`config.mk`:
```
export PLATFORM = sky130hd
export DESIGN_NAME = control_sequencer
export DESIGN_NICKNAME = d
export VERILOG_FILES = /design/src/rtl/control_sequencer.sv
export SDC_FILE = /design/constraint.sdc
export NUM_CORES = 1
export LEC_CHECK = 0
export CORE_MARGIN = 5
export CORE_UTILIZATION = 37
export CTS_CLUSTER_DIAMETER = 200
export DETAILED_ROUTE_END_ITERATION = 10
export GPL_TIMING_DRIVEN = 0
export PLACE_DENSITY = 0.77
export SLEW_MARGIN = 20
export SYNTH_ARGS = -nofsm -noshare
export SYNTH_HDL_FRONTEND = slang
export SYNTH_SLANG_ARGS = --single-unit
```
`constraint.sdc`:
```
create_clock -name clk -period 3.2 [get_ports clk]
set_input_delay 0.96 -clock clk [delete_from_list [all_inputs] [get_ports clk]]
set_output_delay 0.96 -clock clk [all_outputs]
set_load 0.01 [all_outputs]
```
`src/rtl/control_sequencer.sv`:
```
// control_sequencer: fetch/execute sequencer sitting in front of the register
// bank. Owns the program counter, tracks the FETCH/EXEC/HALT phase, decodes
// the latched instruction byte and drives the 15-bit control word.
//
// Ports:
//   clk          system clock, state updates on posedge
//   reset        asynchronous active-low reset
//   run          1 = may start the next fetch, 0 = stall in FETCH
//   ir           instruction byte latched by the register bank
//   flagCarry    carry flag from the register bank (JC condition)
//   dbus         data bus, source of jump targets
//   controlBits  [14:0] = loadIR, loadPC, loadA, loadB, loadX, doOut,
//                storeMem, assertM, assertE, assertA, assertX, immediate,
//                jumpControl, doSubtract, doJump
//   pc           program counter (memory address when immediate=1)
//   halted       high while in HALT
module control_sequencer #(
  parameter logic [7:0] RESET_PC = 8'h00
) (
  input  logic        clk,
  input  logic        reset,
  input  logic        run,
  input  logic [7:0]  ir,
  input  logic        flagCarry,
  input  logic [7:0]  dbus,
  output logic [14:0] controlBits,
  output logic [7:0]  pc,
  output logic        halted
);

  localparam int unsigned B_LOAD_IR  = 14;
  localparam int unsigned B_LOAD_PC  = 13;
  localparam int unsigned B_LOAD_A   = 12;
  localparam int unsigned B_LOAD_B   = 11;
  localparam int unsigned B_LOAD_X   = 10;
  localparam int unsigned B_DO_OUT   = 9;
  localparam int unsigned B_STORE_M  = 8;
  localparam int unsigned B_ASSERT_M = 7;
  localparam int unsigned B_ASSERT_E = 6;
  localparam int unsigned B_ASSERT_A = 5;
  localparam int unsigned B_ASSERT_X = 4;
  localparam int unsigned B_IMM      = 3;
  localparam int unsigned B_JMP_CTL  = 2;
  localparam int unsigned B_SUB      = 1;
  localparam int unsigned B_DO_JUMP  = 0;

  typedef enum logic [1:0] {
    S_FETCH = 2'd0,
    S_EXEC  = 2'd1,
    S_HALT  = 2'd2
  } state_e;

  state_e      state_q, state_d;
  logic [7:0]  pc_q, pc_d;
  logic [14:0] ctrl;
  logic [2:0]  dest;
  logic [1:0]  src;
  logic        illegal;

  assign dest = ir[7:5];
  assign src  = ir[4:3];

  // Reserved bit set, MEM-to-MEM without immediate, and the HALT opcode all
  // stop the machine without committing anything.
  assign illegal = ir[0] || (dest == 3'b111) ||
                   ((dest == 3'b100) && (src == 2'b11) && !ir[2]);

  always_comb begin
    ctrl    = '0;
    state_d = state_q;
    pc_d    = pc_q;
    unique case (state_q)
      S_FETCH: begin
        if (run) begin
          ctrl[B_LOAD_IR]  = 1'b1;
          ctrl[B_ASSERT_M] = 1'b1;
          ctrl[B_IMM]      = 1'b1;
          pc_d             = pc_q + 8'd1;
          state_d          = S_EXEC;
        end
      end
      S_EXEC: begin
        if (illegal) begin
          state_d = S_HALT;
        end else begin
          state_d = S_FETCH;
          unique case (dest)
            3'b000: ctrl[B_LOAD_A]  = 1'b1;
            3'b001: ctrl[B_LOAD_B]  = 1'b1;
            3'b010: ctrl[B_LOAD_X]  = 1'b1;
            3'b011: ctrl[B_DO_OUT]  = 1'b1;
            3'b100: ctrl[B_STORE_M] = 1'b1;
            3'b101: begin
              ctrl[B_LOAD_PC] = 1'b1;
              ctrl[B_DO_JUMP] = 1'b1;
            end
            3'b110: begin
              ctrl[B_JMP_CTL] = 1'b1;
              ctrl[B_LOAD_PC] = flagCarry;
              ctrl[B_DO_JUMP] = flagCarry;
            end
            default: ;
          endcase
          if (ir[2]) begin
            ctrl[B_ASSERT_M] = 1'b1;
            ctrl[B_IMM]      = 1'b1;
          end else begin
            unique case (src)
              2'b00: ctrl[B_ASSERT_A] = 1'b1;
              2'b01: ctrl[B_ASSERT_X] = 1'b1;
              2'b10: ctrl[B_ASSERT_E] = 1'b1;
              2'b11: ctrl[B_ASSERT_M] = 1'b1;
            endcase
          end
          ctrl[B_SUB] = ir[1];
          if (ctrl[B_LOAD_PC]) begin
            pc_d = dbus;
          end else if (ir[2]) begin
            pc_d = pc_q + 8'd1;
          end
        end
      end
      S_HALT: ;
      default: state_d = S_FETCH;
    endcase
  end

  always_ff @(posedge clk or negedge reset) begin
    if (!reset) begin
      state_q <= S_FETCH;
      pc_q    <= RESET_PC;
    end else begin
      state_q <= state_d;
      pc_q    <= pc_d;
    end
  end

  // Gate with reset so no load strobe leaks out while reset is held low.
  assign controlBits = reset ? ctrl : '0;
  assign pc          = pc_q;
  assign halted      = (state_q == S_HALT);

  always_ff @(posedge clk) begin
    if (reset && (controlBits != '0)) begin
      assert ($onehot({controlBits[B_ASSERT_M], controlBits[B_ASSERT_E],
                       controlBits[B_ASSERT_A], controlBits[B_ASSERT_X]}));
    end
  end

endmodule
```
==> impl_metrics.env <==
export IMPL_status="complete, no violations"
export IMPL_synth_area_leaders="dfrtp_1 27%, mux2i_1 6.5%, o221ai_1 5.7%"
export IMPL_setup_violations=0
export IMPL_die_area_um2=3610
export IMPL_ys_ff_latch=10
export IMPL_ys_flop_type="dfrtp_1"
export IMPL_max_stage_delay_ns=0.24
export IMPL_grt_start_max_net_pins=14
export IMPL_syn_inst=95
export IMPL_synth_fp_nets=116
export IMPL_fin_nets=175
export IMPL_clkSinkCount=10
export IMPL_hold_worst_slack_ns=0.550
export IMPL_ys_async_sr_fraction=1.00
export IMPL_ys_top_cells_by_count="10 x dfrtp_1, 9 x inv_1, 6 x a22oi_1, 6 x mux2i_1, 6 x o221ai_1"
export IMPL_cts_tree="built"
export IMPL_cp_arrival_ns=2.23
export IMPL_core_rowCount=18
export IMPL_path_clk_slew_ns=0.06
export IMPL_core_um2=2430
export IMPL_drtPass1Iterations=4
export IMPL_drtIter0Drc=47
export IMPL_drc_errors=0
export IMPL_grt_setup_unrepaired="true"
export IMPL_dpl_hpwl_um=2000
export IMPL_synth_top_cell_area_share=0.270
export IMPL_ys_types=41
export IMPL_end_kind="output pin"
export IMPL_finalSetupTns_ns=0
export IMPL_grt_use_total=0.166
export IMPL_timing_fmax_ghz=0.314
export IMPL_antenna_found_initial=0
export IMPL_synth_avg_cell_area_um2=9.77
export IMPL_post_synth_top_count_cell="dfrtp_1"
export IMPL_synth_area_um2=928
export IMPL_fin_crit_ns=3.19
export IMPL_maxSlewViolCount=0
export IMPL_seq_area_frac_synth=0.270
export IMPL_critical_path_slowest_cell="a31o_4"
export IMPL_clock_path_buffers=2
export IMPL_dr_wl_met2_um=1430
export IMPL_port_buffers=40
export IMPL_ir_worst_vdd_mv=0.565
export IMPL_fin_ws_ns=0.0128
export IMPL_area_growth_pct=71.6
export IMPL_place_ws_ns=-1.19
export IMPL_wl_per_cell_um=15.8
export IMPL_gp_congestion=0.807
export IMPL_hold_viol=0
export IMPL_worstPathMaxFanout=5
export IMPL_die_w_um=60.1
export IMPL_cts_root_buf="clkbuf_4"
export IMPL_maxUsedRoutingLayer="met4"
export IMPL_cts_made_buffers=3
export IMPL_ios=44
export IMPL_worst_pin_slew_ns=0.617
export IMPL_grt_pass1_vias=1051
export IMPL_wl_met1_um=1100
export IMPL_cp_start_kind="input port"
export IMPL_drive_gt1_frac=0.421
export IMPL_finClkSkew_ns=0.00557
export IMPL_routed_wl_um=2870
export IMPL_relSlewSlack=0.588
export IMPL_clkLatencyLatePin_ns=0.27
export IMPL_hp_class="reg2reg"
export IMPL_powerDensity_nw_per_um2=550
export IMPL_htreeDepth=1
export IMPL_synth_area_leader_cell="dfrtp_1"
export IMPL_finalCritPeriodShare=0.996
export IMPL_synth_edf_count=0
export IMPL_ant_nets=0
export IMPL_start_util=0.382
export IMPL_diodes=0
export IMPL_cp_required_ns=2.24
export IMPL_grt_pass1_wl_um=4660
export IMPL_cap_violations=0
export IMPL_worstSetupPathType="in2out"
export IMPL_p_leak_uw=0.000754
export IMPL_wl_met3_um=299
export IMPL_grt_overflow=0
export IMPL_num_vias=1027
export IMPL_viasPerCell=5.64
export IMPL_yosysWarnings=0
export IMPL_cp_cell_sequence="buf_12 -> a31o_4 -> a211oi_4 -> buf_6 -> nand2_8 -> buf_8 -> nor4b_4 -> buf_2"
export IMPL_die_h_um=60.1
[cells by family after synthesis]
family | share of synthesized area
AO/OA/AOI/OAI | 0.237
adder cells (fa/ha/maj) | 0.0135
buffers and inverters | 0.0795
flip-flops | 0.270
multiplexers | 0.0930
AND/OR/NAND/NOR | 0.307
[worst paths after layout]
check                                       start           endpoint  slack (ns)  cells past startpoint
setup / recovery                            ir[6]    controlBits[11]        0.01                      8
max in group asynchronous                   reset  pc[2]$_DFFE_PN0P_        2.22                      1
hold / removal                  pc[6]$_DFFE_PN0P_  pc[6]$_DFFE_PN0P_        0.55                      2
setup reg to reg           state_q[1]$_DFFE_PN0P_  pc[1]$_DFFE_PN0P_        1.25                      4
hold reg to reg                 pc[6]$_DFFE_PN0P_  pc[6]$_DFFE_PN0P_        0.55                      2
min in group asynchronous                   reset  pc[3]$_DFFE_PN0P_        0.70                      1
[layout by cell type (no fill, tap or decap), drive strengths merged, types with 2 or more instances in the layout]
master | Yosys | layout
a21oi | 4 | 4
a22oi | 6 | 6
and3 | 5 | 5
buf | 5 | 35
clkbuf | 1 | 4
clkdlybuf4s15 | 0 | 2
clkdlybuf4s50 | 0 | 20
dfrtp | 10 | 10
dlygate4sd2 | 0 | 2
inv | 9 | 9
mux2 | 2 | 2
mux2i | 6 | 6
nand2 | 6 | 6
nand2b | 2 | 2
nand3 | 2 | 2
nand4b | 2 | 2
nor2b | 2 | 2
nor3 | 3 | 3
nor4 | 3 | 3
nor4b | 3 | 3
o21ai | 2 | 2
o221ai | 6 | 6
[registers in the layout, summed over array words and instances, names as in the netlist]
name,count
pc,8
state_q,2
[worst max-delay path: cells and delay by family]
| kind | cells | cell delay [ns] |
|---|---|---|
| AOI/OAI and AO/OA | 2 | 0.43 |
| buffers and inverters | 4 | 0.58 |
| and+or+nand+nor | 2 | 0.25 |
[area by class of cell]
type,instances,area [um^2]
Fill cell,206,840
Multi-Input combinational cell,70,681
Timing Repair Buffer,54,482
Sequential cell,10,250
Buffer,6,86.3
Tap cell,30,37.5
Inverter,9,33.8
Clock buffer,3,22.5
[what timing repair did]
action / 4_1_cts / 5_1_grt
gates resized for setup: 101 / 9
pin swaps: 5 / 5
gates cloned: 1 / 0
hold buffers: 0 / 0
setup buffers: 10 / 4
setup endpoints to repair: 15 / 12
[per-stage QoR]
stage / std cells / total power, uW / util / cell area, um^2
floorplan: 95 / 533 / - / 938
global placement: 165 / 735 / 0.566 / 1380
detailed placement: 165 / 745 / 0.566 / 1380
CTS: 179 / 879 / 0.636 / 1550
global route: 182 / 951 / 0.655 / 1590
finish: 182 / 877 / 0.655 / 1590
[layer usage]
| layer | global-route usage | up-vias |
|---|---|---|
| li1 | - | 479 |
| met1 | 0.192 | 487 |
| met2 | 0.292 | 56 |
| met3 | 0.0389 | 5 |
| met4 | 0.0633 | 0 |
| met5 | 0 | - |
[report_power, final]
group / internal (uW) / switching, uW
registers: 187 / 76.2
logic: 303 / 226
clock network: 43.4 / 41.4
Note: power is estimated with default switching activity, not from simulation.
